$ cat src/rtl/moore_zout_counter_pkg.sv
// Shared types and constants for the Zout detection counter and the upstream
// Moore sequence detector whose output it consumes.
package moore_zout_counter_pkg;

    // Report-window FSM states.
    typedef enum logic [1:0] {
        ST_IDLE   = 2'b00,
        ST_COUNT  = 2'b01,
        ST_REPORT = 2'b10
    } state_t;

    // Upstream Moore detector states (Zout is high only in DET_FOUND).
    localparam logic [1:0] DET_S0    = 2'b00;
    localparam logic [1:0] DET_S1    = 2'b01;
    localparam logic [1:0] DET_S2    = 2'b10;
    localparam logic [1:0] DET_FOUND = 2'b11;

    // Detections per report window unless overridden.
    localparam int THRESH_DEFAULT = 4;

    // The window counter is always 8 bits, wide enough for THRESH up to 255.
    localparam int WIN_W = 8;

    // Window increment that sticks at the limit instead of wrapping.
    function automatic logic [WIN_W-1:0] win_bump(
        input logic [WIN_W-1:0] win,
        input logic [WIN_W-1:0] limit
    );
        if (win >= limit) begin
            return limit;
        end
        return win + 8'd1;
    endfunction

endpackage

$ cat src/rtl/moore_zout_counter_sat_counter.sv
// Saturating up-counter with a sticky flag that rises on the same edge the
// count reaches all-ones.
module sat_counter #(
    parameter int W = 8
) (
    input  logic         clk,
    input  logic         rst_n,
    input  logic         clr,
    input  logic         inc,
    output logic [W-1:0] q,
    output logic         sat
);

    localparam logic [W-1:0] MAX = '1;

    logic at_max;
    logic near_max;

    assign at_max   = (q == MAX);
    assign near_max = (q == (MAX - 1'b1));

    // Count register: clear wins, otherwise step until all-ones then hold.
    always_ff @(posedge clk or negedge rst_n) begin
        if (!rst_n) begin
            q <= '0;
        end else if (clr) begin
            q <= '0;
        end else if (inc && !at_max) begin
            q <= q + 1'b1;
        end
    end

    // Sticky saturation flag, set together with the final increment.
    always_ff @(posedge clk or negedge rst_n) begin
        if (!rst_n) begin
            sat <= 1'b0;
        end else if (clr) begin
            sat <= 1'b0;
        end else if (inc && near_max) begin
            sat <= 1'b1;
        end
    end

endmodule

$ cat src/rtl/moore_zout_counter.sv
// Counts rising edges of the upstream Moore detector output and raises a
// report request every THRESH detections.
//
// state  | meaning
// IDLE   | not counting; edges ignored, waits for en
// COUNT  | counting detections into the current window
// REPORT | window full, irq high until ack; detections still counted (miss)
module moore_zout_counter
    import moore_zout_counter_pkg::*;
#(
    parameter int CNT_W  = 8,
    parameter int THRESH = THRESH_DEFAULT
) (
    input  logic             clk,
    input  logic             rst_n,
    input  logic             z_in,
    input  logic             en,
    input  logic             clr,
    input  logic             ack,
    output logic [CNT_W-1:0] count,
    output logic             sat,
    output logic             irq,
    output logic             miss
);

    localparam logic [WIN_W-1:0] WIN_LIMIT = 8'(THRESH);

    state_t           state;
    state_t           state_nxt;
    logic             z_prev;
    logic             det;
    logic             counted;
    logic [WIN_W-1:0] win;
    logic [WIN_W-1:0] win_nxt;
    logic [WIN_W-1:0] win_bumped;

    // A long high level on z_in is a single detection.
    assign det        = z_in & ~z_prev;
    assign win_bumped = win_bump(win, WIN_LIMIT);

    // Decide whether this cycle's edge is counted; clr always discards it.
    always_comb begin
        counted = 1'b0;
        case (state)
            ST_COUNT:  counted = det & en & ~clr;
            ST_REPORT: counted = det & ~clr;
            default:   counted = 1'b0;
        endcase
    end

    // Edge history is kept in every state so re-enabling never sees a stale edge.
    always_ff @(posedge clk or negedge rst_n) begin
        if (!rst_n) begin
            z_prev <= 1'b0;
        end else begin
            z_prev <= z_in;
        end
    end

    // State register.
    always_ff @(posedge clk or negedge rst_n) begin
        if (!rst_n) begin
            state <= ST_IDLE;
        end else begin
            state <= state_nxt;
        end
    end

    // Next-state logic.
    always_comb begin
        state_nxt = state;
        if (clr) begin
            state_nxt = en ? ST_COUNT : ST_IDLE;
        end else begin
            case (state)
                ST_IDLE: begin
                    if (en) begin
                        state_nxt = ST_COUNT;
                    end
                end
                ST_COUNT: begin
                    if (!en) begin
                        state_nxt = ST_IDLE;
                    end else if (counted && (win_bumped == WIN_LIMIT)) begin
                        state_nxt = ST_REPORT;
                    end
                end
                ST_REPORT: begin
                    if (ack) begin
                        state_nxt = en ? ST_COUNT : ST_IDLE;
                    end
                end
                default: state_nxt = ST_IDLE;
            endcase
        end
    end

    // Window next value; an edge arriving with ack opens the new window at 1.
    always_comb begin
        win_nxt = win;
        if (clr) begin
            win_nxt = '0;
        end else begin
            case (state)
                ST_COUNT: begin
                    if (counted) begin
                        win_nxt = win_bumped;
                    end
                end
                ST_REPORT: begin
                    if (ack) begin
                        win_nxt = counted ? 8'd1 : 8'd0;
                    end
                end
                default: win_nxt = win;
            endcase
        end
    end

    // Window register.
    always_ff @(posedge clk or negedge rst_n) begin
        if (!rst_n) begin
            win <= '0;
        end else begin
            win <= win_nxt;
        end
    end

    // Sticky miss flag: a detection landed while a report was outstanding.
    always_ff @(posedge clk or negedge rst_n) begin
        if (!rst_n) begin
            miss <= 1'b0;
        end else if (clr) begin
            miss <= 1'b0;
        end else if ((state == ST_REPORT) && counted) begin
            miss <= 1'b1;
        end
    end

    // Moore output decode from the registered state only.
    always_comb begin
        irq = 1'b0;
        if (state == ST_REPORT) begin
            irq = 1'b1;
        end
    end

    sat_counter #(
        .W (CNT_W)
    ) u_count (
        .clk   (clk),
        .rst_n (rst_n),
        .clr   (clr),
        .inc   (counted),
        .q     (count),
        .sat   (sat)
    );

endmodule

$ cat config.mk
export PLATFORM = sky130hd
export DESIGN_NAME = moore_zout_counter
export DESIGN_NICKNAME = d
export VERILOG_FILES = /design/src/rtl/moore_zout_counter_pkg.sv /design/src/rtl/moore_zout_counter_sat_counter.sv /design/src/rtl/moore_zout_counter.sv
export SDC_FILE = /design/constraint.sdc
export NUM_CORES = 1
export LEC_CHECK = 0
export BUFFER_PORTS_ARGS = -buffer_cell sky130_fd_sc_hd__buf_2
export CAP_MARGIN = 10
export CORE_MARGIN = 3
export CORE_UTILIZATION = 50
export CTS_BUF_LIST = sky130_fd_sc_hd__clkbuf_4 sky130_fd_sc_hd__clkbuf_8
export CTS_CLUSTER_DIAMETER = 40
export DETAILED_ROUTE_END_ITERATION = 10
export GPL_TIMING_DRIVEN = 0
export PLACE_DENSITY = 0.74
export SLEW_MARGIN = 20
export SYNTH_ARGS = -nofsm -noshare
export SYNTH_HDL_FRONTEND = slang
export SYNTH_SLANG_ARGS = --single-unit
$ cat constraint.sdc
create_clock -name clk -period 1.6 [get_ports clk]
set_input_delay 0.08 -clock clk [delete_from_list [all_inputs] [get_ports clk]]
set_output_delay 0.08 -clock clk [all_outputs]
set_load 0.02 [all_outputs]
Yosys cells after proc, flatten, opt, wreduce, memory -nomap -nowiden
Cells that the tools add are included.
- output and inout port bits: 11
- flip-flop bits (word level): 21
- word-level logic and storage cells: 59
- memories kept: 0
- memory bits (writable): 0
- bits in latches: 0
- ROM bits: 0
- input port bits: 6
- equal/unequal tests: 9
- add/sub/neg operators: 2
- divide/modulo/power cells: 0
- muxes and demuxes: 23
- reductions and logical operators: 12
- bitwise gates (word level): 6
- shifts and indexed selects: 0
- multipliers: 0
- magnitude comparators: 1
- operators with widths (operator ; count):
    8-bit 2-to-1 mux ; 7
    8-bit by 1-bit adder with 8-bit output, second input constant ; 2
    8-bit == test, second input constant ; 2
    8-bit one-hot mux with 2 select lines ; 1
    2-bit 2-to-1 mux ; 5
    3-bit != test, second input constant ; 3
    8-bit by 3-bit == test with 1-bit output, second input constant ; 1
    8-bit by 3-bit greater-or-equal comparator with 1-bit output, second input constant ; 1
    1-bit 2-to-1 mux ; 8
    2-bit one-hot mux with 3 select lines ; 1
    3-bit AND reduction ; 2
    2-bit nonzero test ; 3
    1-bit bitwise AND ; 4
    1-bit logical AND ; 4
    4-bit != test, second input constant ; 1
    3-bit nonzero test ; 1
    2-bit by 1-bit == test with 1-bit output, second input constant ; 1
    2-bit == test, second input constant ; 1
    2-bit logical NOT ; 1
    1-bit NOT ; 2
    1-bit one-hot mux with 2 select lines ; 1
    1-bit logical NOT ; 1

Logic depth before layout (Yosys ltp)
Gate-level depths: netlist of the first run.
- word-level depth: 10
- mapped depth: 7
- mapped depth without buffers: 6

Hierarchy
From an unflattened synthesis of the first run, not the netlist that was laid out.
- cell total of the unflattened synthesis: 119
- area total of the unflattened synthesis: 1252.5 µm²
- modules (own cells, without submodules) (module ; sequential area each (µm²) ; area an instance (µm²) ; instances ; cells an instance):
    moore_zout_counter ; 300.3 ; 721.9 ; 1 ; 64
    sat_counter ; 225.2 ; 530.5 ; 1 ; 55

Worst setup path after synthesis of the first run
OpenSTA, ideal clock, no wires.
- path type: register to register
- start point: register state[0]
- end point: register u_count.q[5]
- library setup time: 0.125 ns
- setup slack: -0.206 ns
- arrival: 1.681 ns
- required time: 1.475 ns
- buffers on the path: 1
- period minus slack after synthesis: 1.806 ns
- stages on the path, launching flop included: 7
- cell sequence: dfrtp_1 > inv_1 > ha_1 > buf_2 > o21ai_2 > nor4_1 > mux2_2
- cells in the longest elaborated chain, start to end: 4
- elaborated cells between the ends (all ways): 5
- those cells by class: 2 x eq/ne; 1 x mux; 2 x reduce/logical
- RTL lines (what ; line ; text):
    start: declaration ; moore_zout_counter.sv:28 ; state_t state;
    start signal: assignment ; moore_zout_counter.sv:65 ; state <= state_nxt;
    2-bit == test or 2-bit by 1-bit == test with 1-bit output (tied branches) ; moore_zout_counter.sv:44 ; case (state)
    1-bit one-hot mux with 2 select lines (*) ; moore_zout_counter.sv:44 ;
    1-bit logical AND (*) ; moore_zout_counter_sat_counter.sv:28 ; end else if (inc && !at_max) begin
    2-bit nonzero test (no line) (*) ; - ;
    end signal: assignment ; moore_zout_counter_sat_counter.sv:29 ; q <= q + 1'b1;
    end: declaration ; moore_zout_counter_sat_counter.sv:10 ; output logic [W-1:0] q,
Mark *: on every way between the ends. The rest lies on a longest branch, timed or not.
A chain may end at the register's enable or synchronous reset.

Final worst setup path of the first run
- start point: register state[0]
- end point: register u_count.q[1]
Same word-level chain as after synthesis.

==> run metrics, run 1 <==
Syn Nets around 130; GRT busiest layer met2; Clk pwr share 0.204; min Tclk post-route approximately 1.8 ns; number of I/O port buffers 15; Int Pwr roughly 0.00092 W; run status finished, violations left; final RePlAce weighted congestion a little under 0.8; RSZ-0062 raised after global routing yes; Die ar. around 0.003 sq mm; Starting Density 0.565; met2 usage 0.462; Worst path max stage delay approximately 0.4 ns; VDD IR-drop max approximately 820 uV; critical path fanouts, max 7; num ports 17; Slew @ Worst Pin approximately 0.63 ns; global-route wire length before repair roughly 5100 microns; pins over their slew limit 0; Critical Path Source Type flip-flop; CP Capture Type flip-flop; Post-Syn Area per Cell between 10 and 15 sq um; Synth Instances around 120; drt drc 0; pin count of the biggest net entering global routing 22; slowest cell on the critical path dfrtp_1; wire per inst ~18 microns; Hold/Removal Path Class in -> reg; fin crit share 1.12; worst-skew pair later-pin latency roughly 0.31 ns; Crit Path Category reg -> reg; drt via density ~6.0; Area growth, synth to finish 40.6%; Comb pwr share 0.370; synthesized area ~0.0012 sq mm; H-tree level count 1; EDFF count, synth 0; # setup viols final 19; Synthesis Warnings 0; TritonCTS Buffers 3; FFs w/ async S/R, synth 1.00; # rows 16; hold_sp clr; Worst Hold Depth 3; Reg clk slew, reported paths between 0.1 and 0.15 ns; CTS max path bufs 2; Post-Place Cells 157; Synth area leaders dfrtp_1 45%, ha_1 8.5%, mux2_2 3.8%, inv_1 2.9%, nor2_1 2.9%; area leader, netlist dfrtp_1; DR vias 1,091; DRT iter0 DRCs between 40 and 50; Max-Cap Viols 0; Overflow after GRT 0; vias in the first global route between 1,000 and 1,500; layout net count 170; CTS tree done; share of the synthesized area in the top cell type 0.447; initial antenna violation count 0; Worst path top cell family by delay simple AND/OR/NAND/NOR gates; Pleak around 0.77 nW; DRT Pass-1 Iters 4; RR Endpoint u_count.q[1]; GRT Overall Usage 0.250; top_reg_cell synth dfrtp_1; Routed WL about 3300 microns; final worst slack -0.198 ns; Switching Power between 0.0004 and 0.0005 W; met3 usage 0.0708; Hold Vio Cnt, Final 0; clock root cell clkbuf_4; CP required approximately 1.8 ns; fin cells around 180; Cell Chain, Critical Path inv_2 -> ha_4 -> and4bb_4 -> o21ai_4 -> buf_6 -> or3_4 -> a21oi_2; FMAX 556 MHz; max_slew headroom 0.582; Final Power ~0.0014 W; failing checks negative setup slack; diode count 0; Sink Count 21; part of the power in registers 0.427; final core occ 0.794; die extent in x between 50 and 60 microns; Worst Skew about 0.0015 ns; Setup TNS Final -1.74 ns; sequential area share after synthesis 0.447; Worst EP arrival 2.03 ns; Core Area 0.00208 sq mm; synth unique cells 39; #FFs+latches synth 21; share of cells above drive strength 1 0.477; Die Ht around 55 microns; Hold Path Sink win[4]; # fillers between 100 and 150; Reg2Reg Launch Point state[0]; met1 Track Usage GR 0.272; CP bufs+invs 2; R2R Setup Slk -0.20 ns; switch share 0.326; power density over cell area around 830 mW/mm^2; post-DP HPWL about 1900 microns; antenna-violating nets left 0; R2R depth 7
[registers in the layout (all words and copies together) (netlist names)]
name	count
z_prev	1
miss	1
state	2
win	8
u_count.sat	1
u_count.q	8
[what timing repair did]
item                                   CTS  global route
pin swaps                               10             2
setup endpoints to repair               17            19
cloned                                   0             1
hold buffers                             2             0
setup buffers                           11             7
endpoints found under the hold margin   22             0
resized for setup                       18            12
[synthesized netlist by cell type, drive strengths merged, types with 2 or more instances]
master,n
o21ai,4
dfrtp,21
nand3b,3
inv,9
nor4,4
buf,3
ha,8
and2b,2
a21oi,4
or3,2
mux2,4
nor3,5
nand3,5
nand2,5
nor2,9
o2bb2ai,2
a22o,2
and2,5
[power by group through the flow]
| stage | Sequential [W] | Combinational (W) | Clock (W) |
|---|---|---|---|
| 2_1_floorplan | 0.000602 | 0.000246 | 0 |
| 3_3_place_gp | 0.000606 | 0.000306 | 0 |
| 3_5_place_dp | 0.000607 | 0.000320 | 0 |
| 4_1_cts | 0.000583 | 0.000474 | 0.000286 |
| 5_1_grt | 0.000586 | 0.000556 | 0.000311 |
| 6_report | 0.000585 | 0.000507 | 0.000279 |
[how the worst max path moves through the flow]
stage,startpoint,endpoint,slack (ns),depth (start not counted)
detailed placement,state[1],u_count.q[7],-0.33,6
CTS,state[0],u_count.q[7],-0.15,6
global route,state[0],u_count.q[1],-0.26,7
finish,state[0],u_count.q[1],-0.20,7
floorplan,state[1],u_count.q[5],-0.09,6
global placement,win[4],state[1],-0.28,4
[tightest hold or removal path, stage by stage]
cell and delay [ns]:
buf_6 0.11, nor2_2 0.06, and2_1 0.15
[metal layers]
metal,vias up,share of wire,wire [microns]
met1,533,0.42,1360
met3,8,0.057,187
li1,500,-,-
met2,50,0.51,1660
met5,-,0,0
met4,0,0.017,55
[cells in the final DEF (no fill, tap or decap), types with 2 or more instances in the layout]
master / n
nand3b_1: 3
and2_1: 5
inv_2: 3
a21oi_2: 3
ha_1: 6
o21ai_0: 2
nor4_4: 2
nand3_1: 5
dfrtp_2: 2
buf_4: 17
mux2_4: 2
nor3_1: 2
buf_6: 3
inv_1: 6
nor3_2: 2
and2b_1: 2
clkbuf_4: 4
nand2_1: 5
dlygate4sd3_1: 2
dfrtp_1: 19
buf_2: 16
mux2_2: 2
a22o_1: 2
nor2_1: 8
[logic make-up (layout without fill, tap and decap cells)]
| kind of cell | count (synthesis) | count (layout) | share of synthesized area |
|---|---|---|---|
| DFF | 21 | 21 | 0.447 |
| and+or+nand+nor | 46 | 46 | 0.230 |
| adders and majority gates | 8 | 8 | 0.0851 |
| muxes | 5 | 5 | 0.0468 |
| buffers and inverters | 13 | 53 | 0.0553 |
| AOI/OAI and AO/OA | 22 | 22 | 0.136 |
[per-stage QoR]
step	hold slack [ns]	worst slack, ns	instance area, sq um
floorplan	-0.216	-0.0908	1190
global placement	0.0583	-0.282	1300
detailed placement	0.0646	-0.329	1300
CTS	0.111	-0.145	1530
global route	0.125	-0.257	1650
finish	0.122	-0.198	1650
[final cells by class]
class | instances | area [sq um] | share of cell area
well taps | 27 | 33.8 | 0.0204
repair buffers | 36 | 248 | 0.150
flip-flops and latches | 21 | 528 | 0.319
multi-input cells | 81 | 743 | 0.449
inverters | 9 | 33.8 | 0.0204
plain buffers | 4 | 37.5 | 0.0227
clock buffers | 4 | 30.0 | 0.0182
(Power assumes the default switching activity.)
==> inputs of run 2 (changes only) <==
Settings changed: CTS_BUF_LIST sky130_fd_sc_hd__clkbuf_4 sky130_fd_sc_hd__clkbuf_8 to sky130_fd_sc_hd__clkbuf_2 sky130_fd_sc_hd__clkbuf_4 sky130_fd_sc_hd__clkbuf_8, SETUP_SLACK_MARGIN set to 0.3, SLEW_MARGIN 20 to unset.
==> run metrics, run 2 (synthesized netlist as in run 1, its figures left out) <==
CP Launch Point state[0]; met2 usage 0.418; Overflow after GRT 0; failing checks negative setup slack; Area growth, synth to finish 39.7%; fin crit share 1.14; Regs by FF count u_count.q (8), win (8), state (2); Comb pwr share 0.393; drt drc 0; GRT busiest layer met2; Post-Place Cells ~160; most common cell after layout, fill and taps aside dfrtp_1; TritonCTS Buffers 3; hold_sp clr; CTS tree done; worst-skew pair later-pin latency roughly 0.32 ns; critical path fanouts, max 7; global-route wire length before repair ~4900 microns; Worst EP arrival between 2 and 2.5 ns; VDD IR-drop max roughly 770 uV; Slew @ Worst Pin between 0.5 and 0.6 ns; DR vias between 1,000 and 1,500; final worst slack -0.218 ns; pre-CTS setup slack -0.346 ns; CP required 1.84 ns; Starting Density 0.565; # fillers approximately 130; Reg2Reg Launch Point state[0]; # setup viols final 18; Int Pwr about 0.00096 W; vias in the first global route 1,035; Critical Path Source Type flip-flop; part of the power in registers 0.405; final RePlAce weighted congestion between 0.7 and 0.8; GRT Overall Usage 0.240; RSZ-0062 raised after global routing yes; fin cells around 180; Core Area ~0.0021 sq mm; R2R Setup Slk -0.22 ns; Reg clk slew, reported paths 0.12 ns; Pleak about 0.78 nW; DRT iter0 DRCs 20; max_slew headroom 0.601; Final Power around 0.0014 W; met1 Track Usage GR 0.274; Hold/Removal Path Class in -> reg; pins over their slew limit 0; H-tree level count 1; clock root cell clkbuf_4; num ports 17; Clk pwr share 0.202; FMAX approximately 550 MHz; share of cells above drive strength 1 0.428; Sink Count 21; CP Capture Type flip-flop; drt via density around 6.0; Hold Vio Cnt, Final 0; die extent in x 54.5 microns; switch share 0.340; min Tclk post-route 1.82 ns; met3 usage 0.0681; diode count 0; Crit Path Category reg -> reg; DRT Pass-1 Iters 4; wire per inst around 19 microns; Die Ht ~55 microns; layout net count between 150 and 200; Switching Power just under 0.0005 W; pin count of the biggest net entering global routing 22; Routed WL 3330 microns; CTS max path bufs 2; # rows 16; antenna-violating nets left 0; number of I/O port buffers 15; Max-Cap Viols 0; commonest non-fill, non-tap cells in the layout 21 x dfrtp_1, 14 x buf_2, 13 x buf_4, 8 x nor2_1; Worst Skew approximately 0.0070 ns; initial antenna violation count 0; run status finished, violations left; post-DP HPWL approximately 1900 microns; power density over cell area roughly 900 mW/mm^2; Die ar. between 0.002 and 0.003 sq mm
## run 2: cell count changes in the layout (fill, tap and decap cells not counted), moves of 3 or more
cell     delta
a21oi_1     +3
buf_4       -4
a21oi_2     -3
buf_6       +4
## run 2: metal layers
metal  routed length [microns]  up-vias
met1                      1340      525
met2                      1720       51
met3                       212        7
li1                          -      491
met5                         0        -
met4                        59        0
## run 2: layout make-up
class,count,area [sq um],share of cell area
Buffer,4,37.5,0.0228
Clock buffer,4,30.0,0.0183
Inverter,9,33.8,0.0206
Multi-Input combinational cell,81,749,0.456
Sequential cell,21,526,0.320
Tap cell,27,33.8,0.0206
Timing Repair Buffer,33,233,0.142
## run 2: path summary, 6_finish.rpt
| check | end | cells past startpoint |
|---|---|---|
| max | u_count.q[1] | 7 |
| min | win[4] | 3 |
| max reg2reg | u_count.q[1] | 7 |
| min reg2reg | u_count.sat | 1 |
| max in group asynchronous | win[1] | 2 |
| min in group asynchronous | win[4] | 2 |
## run 2: power groups by stage
stage / combinational [W] / clock (W) / sequential (W)
2_1_floorplan: 0.000250 / 0 / 0.000602
3_5_place_dp: 0.000337 / 0 / 0.000608
4_1_cts: 0.000514 / 0.000293 / 0.000587
3_3_place_gp: 0.000309 / 0 / 0.000606
6_report: 0.000570 / 0.000292 / 0.000587
5_1_grt: 0.000616 / 0.000317 / 0.000591
## run 2: metrics by stage
step	area, sq um	util	hold WS, ns	TNS [ns]
after global placement	1310	0.630	0.0583	-2.04
after floorplan	1200	-	-0.216	-0.574
after detailed placement	1310	0.630	0.0683	-3.08
after CTS	1550	0.745	-0.117	-1.86
after global routing	1640	0.789	0.109	-3.22
final	1640	0.789	0.0953	-2.34
## run 2: what timing repair did
item,in CTS,in global routing
hold buffers,1,1
setup endpoints to repair,20,21
buffers inserted,10,5
endpoints found under the hold margin,22,1
resized for setup,20,9
gates cloned,1,0
pin swaps,10,11
## run 2: critical path, stage by stage (launching register included)
cell and delay, ns:
dfrtp_1 0.40, inv_2 0.06, ha_4 0.27, and4bb_4 0.26, o21ai_4 0.11, buf_6 0.15, or3_1 0.35, a21oi_1 0.15
==> inputs of run 3 (changes only) <==
Settings changed: CORE_ASPECT_RATIO set to 1.2.
==> run metrics, run 3 (synthesized netlist as in run 1, its figures left out) <==
run status finished, violations left; failing checks negative setup slack; pins over their slew limit 0; Pleak approximately 0.71 nW; Max-Cap Viols 0; min Tclk post-route around 1.8 ns; Multi-input gate area around 700 sq um; vias in the first global route 1,037; FMAX around 560 MHz; antenna-violating nets left 0; Worst path top cell family by delay simple AND/OR/NAND/NOR gates; met2 wire length about 1300 microns; share of cells above drive strength 1 0.401; commonest non-fill, non-tap cells in the layout 20 x dfrtp_1, 14 x buf_2, 10 x buf_4, 8 x nor2_1; die extent in x 50.3 microns; critical path fanouts, max 8; Die ar. 0.00297 sq mm; GRT Overall Usage 0.195; number of I/O port buffers 15; Crit Path Category reg -> reg; routed metal-1 wirelength 1150 microns; Fin Hold WS about 0.088 ns; Reg2Reg Launch Point state[1]; Worst Skew about 0.0073 ns; num ports 17; Reg clk slew, reported paths 0.13 ns; Switching Power roughly 0.00045 W; Comb pwr share 0.367; hold_sp clr; CP required ~1.8 ns; part of the power in registers 0.434; FF/Latch Area 527 sq um; Worst path max stage delay ~0.4 ns; CTS tree done; initial antenna violation count 0; clock root cell clkbuf_4; wire per inst approximately 15 microns; Core Area 0.00214 sq mm; VDD IR-drop max 966 uV; Area growth, synth to finish 30.9%; diode count 0; RSZ-0062 raised after global routing yes; # rows 18; Die Ht approximately 59 microns; TritonCTS Buffers 3; Top Layer Used met4; # fillers ~150; Sink Count 21; Worst Hold Depth 3; global-route wire length before repair 4490 microns; final RePlAce weighted congestion 0.764; Hold Path Sink win[4]; R2R depth 7; Int Pwr 0.000901 W; slowest cell on the critical path dfrtp_1; Final Power around 0.0014 W; RR Endpoint u_count.q[1]; R2R Setup Slk -0.17 ns; fin crit share 1.11; pin count of the biggest net entering global routing 22; DRT iter0 DRCs 15; met3 routed WL approximately 110 microns; Critical Path Source Type flip-flop; drt drc 0; CTS max path bufs 2; layout net count between 150 and 200; H-tree level count 1; Setup TNS Final -1.50 ns; most common cell after layout, fill and taps aside dfrtp_1; DR vias a little over 1,000; Regs by FF count u_count.q (8), win (8), state (2); Cell Chain, Critical Path inv_2 -> ha_4 -> and4bb_4 -> o21ai_4 -> buf_6 -> or3_4 -> a21oi_2; Hold Vio Cnt, Final 0; max_slew headroom 0.634; drt via density 5.75; Worst EP arrival roughly 2 ns; power density over cell area roughly 900 mW/mm^2; CP bufs+invs 2; worst-skew pair later-pin latency a little over 0.3 ns; Hold/Removal Path Class in -> reg; post-DP HPWL around 1700 microns; Slew @ Worst Pin about 0.55 ns; Routed WL roughly 2600 microns; DRT Pass-1 Iters 4; Overflow after GRT 0; switch share 0.335; final worst slack -0.171 ns; CP Capture Type flip-flop; Clk pwr share 0.199; # setup viols final 17; Starting Density 0.550
[run 3: cell count changes in the layout (fill, tap and decap cells not counted), sizes merged]
cell      before  now
buf           34   28
clkbuf         5    4
clkinvlp       0    1
nor3           5    6
[run 3: final cells by class]
cell class / count / share of cell area
plain buffers: 4 / 0.0244
clock buffers: 3 / 0.0146
clock inverters: 1 / 0.00488
inverters: 9 / 0.0220
multi-input cells: 82 / 0.453
flip-flops and latches: 21 / 0.342
well taps: 30 / 0.0244
repair buffers: 27 / 0.115
[run 3: worst max path at each step]
| stage | from | endpoint | depth (start not counted) |
|---|---|---|---|
| after floorplan | state[1] | u_count.q[5] | 6 |
| after global placement | win[4] | state[1] | 4 |
| after detailed placement | win[4] | state[1] | 4 |
| after CTS | state[1] | u_count.q[1] | 7 |
| after global routing | state[0] | u_count.q[1] | 7 |
| final | state[1] | u_count.q[1] | 7 |
[run 3: metal layers]
layer	vias up	GRT usage
li1	481	-
met4	0	0.0830
met1	493	0.232
met3	13	0.0252
met2	30	0.351
met5	-	0
[run 3: per-stage QoR]
stage               instances  cell area [sq um]  setup slack, ns  utilization
floorplan                 115               1200          -0.0908            -
finish                    177               1540           -0.171        0.719
global placement          160               1320           -0.264        0.615
detailed placement        160               1320           -0.307        0.615
global route              177               1540           -0.208        0.719
CTS                       174               1490           -0.175        0.694
[run 3: repair_timing]
item                                    4_1_cts  5_1_grt
resized for setup                            10        9
endpoints found under the setup margin       19       21
cloned                                        0        1
pin swaps                                    10        2
buffers inserted                              8        2
hold buffers                                  2        0
endpoints found under the hold margin        22        0
[run 3: worst min-delay path, stage by stage]
cell and delay, ns:
buf_6 0.11, nor2_2 0.06, and2_1 0.13
[run 3: power groups by stage]
stage / combinational [W] / sequential, W / clock, W
final: 0.000496 / 0.000588 / 0.000269
after global routing: 0.000555 / 0.000593 / 0.000297
after CTS: 0.000443 / 0.000587 / 0.000271
after detailed placement: 0.000326 / 0.000605 / 0
after global placement: 0.000311 / 0.000604 / 0
after floorplan: 0.000250 / 0.000602 / 0
